**config.mk**
```make
export PLATFORM = sky130hd
export DESIGN_NAME = si3000_frame_scheduler_flat
export DESIGN_NICKNAME = d
export VERILOG_FILES = /design/src/rtl/si3000_sched_pkg.sv /design/src/rtl/si3000_frame_scheduler_if.sv /design/src/rtl/si3000_sample_fifo.sv /design/src/rtl/si3000_frame_scheduler.sv /design/src/flat_wrapper.sv
export SDC_FILE = /design/constraint.sdc
export NUM_CORES = 1
export LEC_CHECK = 0
export CAP_MARGIN = 20
export CELL_PAD_IN_SITES_DETAIL_PLACEMENT = 1
export CELL_PAD_IN_SITES_GLOBAL_PLACEMENT = 2
export CORE_ASPECT_RATIO = 1.5
export CORE_MARGIN = 2
export CORE_UTILIZATION = 39
export DETAILED_ROUTE_END_ITERATION = 10
export PLACE_DENSITY_LB_ADDON = 0.3
export SYNTH_ARGS = -nofsm -noshare
export SYNTH_HDL_FRONTEND = slang
export SYNTH_HIERARCHICAL = 1
export SYNTH_SLANG_ARGS = --single-unit
```
**constraint.sdc**
```tcl
create_clock -name clk -period 7.8 [get_ports clk]
set_input_delay 1.56 -clock clk [delete_from_list [all_inputs] [get_ports clk]]
set_output_delay 1.56 -clock clk [all_outputs]
set_load 0.005 [all_outputs]
```
**src/rtl/si3000_sched_pkg.sv**
```systemverilog
// Shared definitions for the Si3000 frame scheduler.
//  - FSM state and frame-type enums
//  - control-word field positions (RW bit 13, ADDR 12:8, DATA 7:0)
//  - default playback FIFO depth
//  - register bundle of the scheduler and its reset value
//  - helper that assembles a secondary (control) word
package si3000_sched_pkg;

    localparam int TX_FIFO_DEPTH_DEFAULT = 4;

    localparam int CW_RW_BIT   = 13;
    localparam int CW_ADDR_MSB = 12;
    localparam int CW_ADDR_LSB = 8;
    localparam int CW_DATA_MSB = 7;
    localparam int CW_DATA_LSB = 0;

    typedef enum logic {
        S_PRI = 1'b0,   // primary (sample) word presented
        S_SEC = 1'b1    // control word presented
    } sched_state_e;

    typedef enum logic {
        FRAME_PRI = 1'b0,
        FRAME_SEC = 1'b1
    } frame_type_e;

    typedef struct packed {
        sched_state_e state;
        logic [15:0]  cwd;        // codec_write_data register
        logic         pend;       // register op waiting for its secondary frame
        logic         busy;
        logic         rw;         // request fields captured at acceptance
        logic [4:0]   addr;
        logic [7:0]   wdata;
        frame_type_e  frame;      // type of the last grasped frame
        logic         started;    // at least one grasp since reset
        logic         done_prev;  // codec_done delayed, for edge detection
        logic         underrun;
        logic [15:0]  rx_sample;
        logic         rx_valid;
        logic         reg_ack;
        logic [7:0]   reg_rdata;
    } sched_regs_t;

    localparam sched_regs_t SCHED_REGS_RESET = '{
        state:     S_PRI,
        cwd:       16'h0000,
        pend:      1'b0,
        busy:      1'b0,
        rw:        1'b0,
        addr:      5'd0,
        wdata:     8'h00,
        frame:     FRAME_PRI,
        started:   1'b0,
        done_prev: 1'b0,
        underrun:  1'b0,
        rx_sample: 16'h0000,
        rx_valid:  1'b0,
        reg_ack:   1'b0,
        reg_rdata: 8'h00
    };

    // Reads carry no data byte, so the data field is zeroed for rw=1.
    function automatic logic [15:0] make_ctrl_word(input logic       rw,
                                                   input logic [4:0] addr,
                                                   input logic [7:0] wdata);
        logic [15:0] w;
        w = 16'h0000;
        w[CW_RW_BIT]                 = rw;
        w[CW_ADDR_MSB:CW_ADDR_LSB]   = addr;
        w[CW_DATA_MSB:CW_DATA_LSB]   = rw ? 8'h00 : wdata;
        return w;
    endfunction

endpackage

```
**src/rtl/si3000_frame_scheduler_if.sv**
```systemverilog
// Bus bundle between the Si3000 frame scheduler, its host and the codec
// serial engine.
//  Playback : tx_sample, tx_valid (host->sched), tx_ready (sched->host)
//  Capture  : rx_sample, rx_valid (sched->host)
//  Registers: reg_req, reg_rw, reg_addr, reg_wdata (host->sched),
//             reg_busy, reg_ack, reg_rdata (sched->host)
//  Codec    : codec_write_data (sched->codec), codec_write_data_grasp,
//             codec_fsync, codec_read_data, codec_done (codec->sched)
//  Status   : underrun (sched->host)
// Modport slave is the scheduler's view; master is the environment's view.
interface si3000_frame_scheduler_if;

    logic [15:0] tx_sample;
    logic        tx_valid;
    logic        tx_ready;

    logic [15:0] rx_sample;
    logic        rx_valid;

    logic        reg_req;
    logic        reg_rw;
    logic [4:0]  reg_addr;
    logic [7:0]  reg_wdata;
    logic        reg_busy;
    logic        reg_ack;
    logic [7:0]  reg_rdata;

    logic [15:0] codec_write_data;
    logic        codec_write_data_grasp;
    logic        codec_fsync;
    logic [15:0] codec_read_data;
    logic        codec_done;

    logic        underrun;

    modport slave (
        input  tx_sample, tx_valid,
        output tx_ready,
        output rx_sample, rx_valid,
        input  reg_req, reg_rw, reg_addr, reg_wdata,
        output reg_busy, reg_ack, reg_rdata,
        output codec_write_data,
        input  codec_write_data_grasp, codec_fsync, codec_read_data, codec_done,
        output underrun
    );

    modport master (
        output tx_sample, tx_valid,
        input  tx_ready,
        input  rx_sample, rx_valid,
        output reg_req, reg_rw, reg_addr, reg_wdata,
        input  reg_busy, reg_ack, reg_rdata,
        input  codec_write_data,
        output codec_write_data_grasp, codec_fsync, codec_read_data, codec_done,
        input  underrun
    );

endinterface

```
**src/rtl/si3000_sample_fifo.sv**
```systemverilog
// Synchronous playback-sample FIFO with count-based full/empty.
//  clk, reset_n : clock, asynchronous active-low reset
//  flush_i      : synchronous clear of pointers and count
//  push_i/push_data_i : write strobe and data; ignored when full unless a
//                       pop happens in the same cycle
//  pop_i        : removes the head entry (ignored when empty)
//  head_o       : current head entry (meaningless while empty_o=1)
//  full_o, empty_o : occupancy flags
module si3000_sample_fifo #(
    parameter int DEPTH = 4,
    parameter int WIDTH = 16
) (
    input  logic             clk,
    input  logic             reset_n,
    input  logic             flush_i,
    input  logic             push_i,
    input  logic [WIDTH-1:0] push_data_i,
    input  logic             pop_i,
    output logic [WIDTH-1:0] head_o,
    output logic             full_o,
    output logic             empty_o
);

    localparam int PTR_W = $clog2(DEPTH);
    localparam int CNT_W = $clog2(DEPTH + 1);

    logic [WIDTH-1:0] mem_q [DEPTH];
    logic [PTR_W-1:0] wr_ptr_q, wr_ptr_d;
    logic [PTR_W-1:0] rd_ptr_q, rd_ptr_d;
    logic [CNT_W-1:0] count_q, count_d;
    logic             do_push, do_pop;

    function automatic logic [PTR_W-1:0] ptr_inc(input logic [PTR_W-1:0] p);
        return (p == PTR_W'(DEPTH - 1)) ? '0 : p + PTR_W'(1);
    endfunction

    assign full_o  = (count_q == CNT_W'(DEPTH));
    assign empty_o = (count_q == '0);
    assign head_o  = mem_q[rd_ptr_q];

    assign do_pop  = pop_i && !empty_o;
    // A pop frees the slot this cycle, so a full FIFO can still take a push.
    assign do_push = push_i && (!full_o || do_pop);

    // NOTE: combinational blocks assign every output a default first, so no
    // path leaves a variable unassigned and no latch is inferred.
    always_comb begin
        wr_ptr_d = wr_ptr_q;
        rd_ptr_d = rd_ptr_q;
        count_d  = count_q;
        if (do_push) wr_ptr_d = ptr_inc(wr_ptr_q);
        if (do_pop)  rd_ptr_d = ptr_inc(rd_ptr_q);
        case ({do_push, do_pop})
            2'b10:   count_d = count_q + CNT_W'(1);
            2'b01:   count_d = count_q - CNT_W'(1);
            default: count_d = count_q;
        endcase
    end

    // NOTE: state registers use non-blocking assignments so every flop samples
    // the pre-edge values regardless of statement order.
    always_ff @(posedge clk or negedge reset_n) begin
        if (!reset_n) begin
            wr_ptr_q <= '0;
            rd_ptr_q <= '0;
            count_q  <= '0;
        end else if (flush_i) begin
            wr_ptr_q <= '0;
            rd_ptr_q <= '0;
            count_q  <= '0;
        end else begin
            wr_ptr_q <= wr_ptr_d;
            rd_ptr_q <= rd_ptr_d;
            count_q  <= count_d;
        end
    end

    // NOTE: the storage array has no reset; clearing pointers and count makes
    // stale contents unreachable, and a reset-free array can map onto RAM.
    always_ff @(posedge clk) begin
        if (do_push) mem_q[wr_ptr_q] <= push_data_i;
    end

endmodule

```
**src/rtl/si3000_frame_scheduler.sv**
```systemverilog
// Si3000 frame scheduler: decides what word the codec serial engine sends
// in each frame and routes what comes back.
//  clk, reset_n : clock, asynchronous active-low reset
//  sync_reset   : synchronous flush of FSM, FIFO and pending register op
//  bus (slave)  : playback FIFO input, capture output, register request
//                 port, codec word/handshake signals and underrun flag
// Each frame is either primary (playback sample, LSB flags a pending
// register op) or secondary (control word built from the latched request).
// A rising codec_done completes the frame: primary frames yield a capture
// sample, secondary frames complete the register op with reg_ack.
module si3000_frame_scheduler
    import si3000_sched_pkg::*;
#(
    parameter int TX_FIFO_DEPTH = TX_FIFO_DEPTH_DEFAULT
) (
    input  logic                     clk,
    input  logic                     reset_n,
    input  logic                     sync_reset,
    si3000_frame_scheduler_if.slave  bus
);

    sched_regs_t regs_q, regs_d;

    logic [15:0] fifo_head;
    logic        fifo_full;
    logic        fifo_empty;
    logic        fifo_pop;
    logic [15:0] pri_word;
    logic [15:0] ctrl_word;
    logic        grasp;
    logic        done_rise;

    si3000_sample_fifo #(
        .DEPTH (TX_FIFO_DEPTH),
        .WIDTH (16)
    ) u_fifo (
        .clk         (clk),
        .reset_n     (reset_n),
        .flush_i     (sync_reset),
        .push_i      (bus.tx_valid),
        .push_data_i (bus.tx_sample),
        .pop_i       (fifo_pop),
        .head_o      (fifo_head),
        .full_o      (fifo_full),
        .empty_o     (fifo_empty)
    );

    assign grasp     = bus.codec_write_data_grasp;
    assign done_rise = bus.codec_done && !regs_q.done_prev;

    // Primary word: head sample with its LSB replaced by the pending flag;
    // an empty FIFO sends silence.
    assign pri_word  = ((fifo_empty ? 16'h0000 : fifo_head) & 16'hFFFE)
                     | {15'd0, regs_q.pend};
    assign ctrl_word = make_ctrl_word(regs_q.rw, regs_q.addr, regs_q.wdata);

    always_comb begin
        regs_d           = regs_q;
        regs_d.rx_valid  = 1'b0;
        regs_d.reg_ack   = 1'b0;
        regs_d.done_prev = bus.codec_done;
        fifo_pop         = 1'b0;

        // Request fields are captured here so later input changes cannot
        // alter the control word.
        if (bus.reg_req && !regs_q.busy) begin
            regs_d.busy  = 1'b1;
            regs_d.pend  = 1'b1;
            regs_d.rw    = bus.reg_rw;
            regs_d.addr  = bus.reg_addr;
            regs_d.wdata = bus.reg_wdata;
        end

        case (regs_q.state)
            S_PRI: begin
                if (grasp) begin
                    regs_d.frame   = FRAME_PRI;
                    regs_d.started = 1'b1;
                    if (fifo_empty) regs_d.underrun = 1'b1;
                    else            fifo_pop        = 1'b1;
                    if (regs_q.cwd[0]) regs_d.state = S_SEC;
                end
            end
            S_SEC: begin
                if (grasp) begin
                    regs_d.frame   = FRAME_SEC;
                    regs_d.started = 1'b1;
                    regs_d.pend    = 1'b0;
                    regs_d.state   = S_PRI;
                end
            end
            default: regs_d.state = S_PRI;
        endcase

        // The word must hold steady while the codec is starting a frame or
        // sampling it; otherwise it tracks the current state's source.
        if (!bus.codec_fsync && !grasp) begin
            regs_d.cwd = (regs_q.state == S_PRI) ? pri_word : ctrl_word;
        end

        // Done edges before the first grasp belong to no frame we issued.
        if (done_rise && regs_q.started) begin
            if (regs_q.frame == FRAME_PRI) begin
                regs_d.rx_sample = bus.codec_read_data;
                regs_d.rx_valid  = 1'b1;
            end else begin
                regs_d.reg_ack = 1'b1;
                regs_d.busy    = 1'b0;
                if (regs_q.rw) regs_d.reg_rdata = bus.codec_read_data[7:0];
            end
        end
    end

    always_ff @(posedge clk or negedge reset_n) begin
        if (!reset_n) begin
            regs_q <= SCHED_REGS_RESET;
        end else if (sync_reset) begin
            regs_q <= SCHED_REGS_RESET;
        end else begin
            regs_q <= regs_d;
        end
    end

    assign bus.codec_write_data = regs_q.cwd;
    assign bus.rx_sample        = regs_q.rx_sample;
    assign bus.rx_valid         = regs_q.rx_valid;
    assign bus.reg_busy         = regs_q.busy;
    assign bus.reg_ack          = regs_q.reg_ack;
    assign bus.reg_rdata        = regs_q.reg_rdata;
    assign bus.underrun         = regs_q.underrun;
    assign bus.tx_ready         = !fifo_full;

endmodule
```
**src/flat_wrapper.sv**
```systemverilog
// flat-port wrapper written by rule: the top's interface ports become plain ports
module si3000_frame_scheduler_flat import si3000_sched_pkg::*;
#(
    parameter int TX_FIFO_DEPTH = TX_FIFO_DEPTH_DEFAULT
)
  (clk, reset_n, sync_reset, bus_tx_sample, bus_tx_valid, bus_tx_ready, bus_rx_sample, bus_rx_valid, bus_reg_req, bus_reg_rw, bus_reg_addr, bus_reg_wdata, bus_reg_busy, bus_reg_ack, bus_reg_rdata, bus_codec_write_data, bus_codec_write_data_grasp, bus_codec_fsync, bus_codec_read_data, bus_codec_done, bus_underrun);
  si3000_frame_scheduler_if bus_i ();
  input  logic clk;
  input  logic reset_n;
  input  logic sync_reset;
  input wire logic [$bits(bus_i.tx_sample)-1:0] bus_tx_sample;
  input wire logic [$bits(bus_i.tx_valid)-1:0] bus_tx_valid;
  output wire logic [$bits(bus_i.tx_ready)-1:0] bus_tx_ready;
  output wire logic [$bits(bus_i.rx_sample)-1:0] bus_rx_sample;
  output wire logic [$bits(bus_i.rx_valid)-1:0] bus_rx_valid;
  input wire logic [$bits(bus_i.reg_req)-1:0] bus_reg_req;
  input wire logic [$bits(bus_i.reg_rw)-1:0] bus_reg_rw;
  input wire logic [$bits(bus_i.reg_addr)-1:0] bus_reg_addr;
  input wire logic [$bits(bus_i.reg_wdata)-1:0] bus_reg_wdata;
  output wire logic [$bits(bus_i.reg_busy)-1:0] bus_reg_busy;
  output wire logic [$bits(bus_i.reg_ack)-1:0] bus_reg_ack;
  output wire logic [$bits(bus_i.reg_rdata)-1:0] bus_reg_rdata;
  output wire logic [$bits(bus_i.codec_write_data)-1:0] bus_codec_write_data;
  input wire logic [$bits(bus_i.codec_write_data_grasp)-1:0] bus_codec_write_data_grasp;
  input wire logic [$bits(bus_i.codec_fsync)-1:0] bus_codec_fsync;
  input wire logic [$bits(bus_i.codec_read_data)-1:0] bus_codec_read_data;
  input wire logic [$bits(bus_i.codec_done)-1:0] bus_codec_done;
  output wire logic [$bits(bus_i.underrun)-1:0] bus_underrun;
  assign bus_i.tx_sample = bus_tx_sample;
  assign bus_i.tx_valid = bus_tx_valid;
  assign bus_tx_ready = bus_i.tx_ready;
  assign bus_rx_sample = bus_i.rx_sample;
  assign bus_rx_valid = bus_i.rx_valid;
  assign bus_i.reg_req = bus_reg_req;
  assign bus_i.reg_rw = bus_reg_rw;
  assign bus_i.reg_addr = bus_reg_addr;
  assign bus_i.reg_wdata = bus_reg_wdata;
  assign bus_reg_busy = bus_i.reg_busy;
  assign bus_reg_ack = bus_i.reg_ack;
  assign bus_reg_rdata = bus_i.reg_rdata;
  assign bus_codec_write_data = bus_i.codec_write_data;
  assign bus_i.codec_write_data_grasp = bus_codec_write_data_grasp;
  assign bus_i.codec_fsync = bus_codec_fsync;
  assign bus_i.codec_read_data = bus_codec_read_data;
  assign bus_i.codec_done = bus_codec_done;
  assign bus_underrun = bus_i.underrun;
  si3000_frame_scheduler #(.TX_FIFO_DEPTH(TX_FIFO_DEPTH)) u_core (.clk(clk), .reset_n(reset_n), .sync_reset(sync_reset), .bus(bus_i));
endmodule
```
==> impl_metrics.json <==
{
  "core_area_um2": 14100,
  "grt_pass1_vias": 3742,
  "drt-pass1-iter-count": 4,
  "layout_setup_ws_ns": 3.35,
  "ant_nets": 0,
  "area_growth_syn_to_layout_pct": 25.3,
  "initial_core_util_pct": 39.9,
  "placement_rows": 53,
  "globalRouteOverflowTotal": 0,
  "power_mw": 1.69,
  "final_cells": 682,
  "yosysWarningCount": 6,
  "hold_viol": 0,
  "dpl-instance-area_um2": 6430,
  "min_path_cells": 2,
  "fin_hold_ws_ns": 0.475,
  "root_buffer": "clkbuf_16",
  "grt_pass1_wl_mm": 20.0,
  "vias": 3441,
  "final_core_util_pct": 50.0,
  "grt_usage_pct": 17.5,
  "fmax_mhz": 225,
  "reg2reg_from": "u_core/regs_q[62]$_DFF_PN0_",
  "dp_cells": 649,
  "drv_slew": 0,
  "hp-class": "reg -> reg",
  "wire_per_inst_um": 18.2,
  "fin_skew_ns": 0.00731,
  "pin_count": 99,
  "nNetsFinal": 537,
  "cp-end-kind": "flip-flop",
  "hpwl_mm": 8.25,
  "syn_area_per_cell_um2": 13.4,
  "max_cap_violations": 0,
  "met2_usage_pct": 29.0,
  "pre_cts_slack_ns": 2.94,
  "status": "finished, final reports clean",
  "clock_latency_ns": 0.41,
  "post_cts_resized": 0,
  "die_area_um2": 15400,
  "clk_path_buf_depth": 2,
  "viasPerCell": 5.05,
  "use_met3_pct": 4.80,
  "cts_sinks": 130,
  "hp-start": "u_core/bus.codec_write_data[2]$_DFFE_PN0P_",
  "hold_buffers": 0,
  "regToRegSetupSlack_ns": 4.61,
  "syn_inst": 418,
  "p_leak_nw": 2.76,
  "cp_max_fo": 15,
  "grt.busiest_layer": "met2",
  "relSlewSlack_pct": 36.7,
  "start_kind": "primary input",
  "cts_buffers": 17,
  "clkTransAtPathRegs_ns": 0.06,
  "worstMarginPinSlew_ns": 0.946,
  "cts_htree_levels": 4,
  "r2r_cells": 5,
  "finalCritPeriodShare_pct": 57.1,
  "die_h_um": 151,
  "tns_ns": 0,
  "use_met1_pct": 21.8,
  "antenna_found_initial": 0,
  "syn_nets": 478,
  "drtIter0Drc": 132,
  "design_area_um2": 7030,
  "totalWireLength_mm": 12.4,
  "drive_above_1_share_pct": 11.6,
  "fin_crit_ns": 4.45,
  "critPathRequiredTime_ns": 7.84,
  "diodes": 0,
  "io_buffers": 97,
  "rsz0062_at_grt": "false",
  "post_cts_buffers": 0,
  "netlist_area_um2": 5610,
  "setup.worst_path.class": "in -> reg",
  "die_width_um": 102,
  "place_congestion": 0.705,
  "drc": 0,
  "power_per_cell_area_nw_per_um2": 240,
  "ir_drop_mv": 0.194,
  "cts_tree": "built",
  "crit_arrival_ns": 4.49,
  "grt_max_degree": 71,
  "r2r_end": "u_core/u_fifo/mem_q[3][2]$_DFFE_PP_",
  "hold-path-endpoint": "u_core/bus.codec_write_data[2]$_DFFE_PN0P_",
  "finalSetupViolations": 0
}
-- critical path: stages --
cell and delay [ns]:
clkdlybuf4s50_1 0.68, nor2b_1 0.27, nor2b_1 0.61, inv_1 0.09
a31oi_1 0.50, and2_1 0.76
-- cell usage in the layout, fill, tap and decap left out, types with 2 or more instances in the layout --
master / n
clkbuf_16: 17
mux4_2: 15
nand3_1: 15
dfrtp_1: 70
clkinvlp_4: 3
o21ai_0: 8
ha_1: 5
nor2_1: 15
a31oi_1: 3
or3_1: 2
inv_8: 2
a22oi_1: 12
a211oi_1: 2
buf_4: 5
nand2b_1: 11
inv_1: 8
mux2i_1: 12
clkdlybuf4s50_1: 96
inv_6: 4
a21oi_1: 18
clkinv_4: 4
nand2_1: 45
a22o_1: 18
xor2_1: 2
nor3_1: 2
nor2b_1: 7
and2_1: 8
o211ai_1: 2
edfxtp_1: 60
-- report_power, final --
part           internal (mW)  total (mW)  switching (mW)
logic                 0.0759       0.153          0.0772
clock network          0.447       0.766           0.319
registers              0.752       0.770          0.0183
-- final cells by class --
type | instances | area [um^2]
Fill cell | 1451 | 7030
Tap cell | 192 | 240
Inverter | 8 | 30.0
Multi-Input combinational cell | 217 | 1600
Clock buffer | 17 | 425
Clock inverter | 15 | 150
Timing Repair Buffer | 103 | 1030
Sequential cell | 130 | 3550
-- worst max path at each step --
| stage | slack (ns) | start | end | depth (start not counted) |
|---|---|---|---|---|
| 6_report | 3.35 | bus_codec_write_data_grasp | u_core/u_fifo/mem_q[3][2]$_DFFE_PP_ | 6 |
| 5_1_grt | 3.12 | bus_codec_write_data_grasp | u_core/u_fifo/mem_q[1][13]$_DFFE_PP_ | 6 |
| 4_1_cts | 3.31 | bus_codec_write_data_grasp | u_core/u_fifo/mem_q[0][13]$_DFFE_PP_ | 6 |
| 3_5_place_dp | 2.94 | bus_codec_write_data_grasp | u_core/u_fifo/mem_q[0][12]$_DFFE_PP_ | 6 |
| 3_3_place_gp | 3.06 | bus_codec_write_data_grasp | u_core/u_fifo/mem_q[3][12]$_DFFE_PP_ | 6 |
| 2_1_floorplan | 4.18 | bus_codec_write_data_grasp | u_core/u_fifo/count_q[2]$_DFFE_PN0P_ | 10 |
-- flip-flops by register name, indices dropped and copies added (netlist names) --
register / count
u_core/u_fifo/rd_ptr_q: 2
u_core/bus.codec_write_data: 16
u_core/ctrl_word: 6
u_core/bus.underrun: 1
u_core/bus.reg_busy: 1
u_core/u_fifo/wr_ptr_q: 2
u_core/bus.rx_sample: 16
u_core/u_fifo/count_q: 3
u_core/regs_q: 13
u_core/bus.rx_valid: 1
u_core/bus.reg_rdata: 8
u_core/u_fifo/mem_q: 60
u_core/bus.reg_ack: 1
-- per-layer routing --
| layer | vias to the layer above | wire [um] |
|---|---|---|
| met5 | - | 0 |
| met4 | 0 | 193 |
| met3 | 16 | 553 |
| met2 | 104 | 6230 |
| met1 | 1731 | 5430 |
| li1 | 1590 | - |
Note: power is estimated with default switching activity, not from simulation.
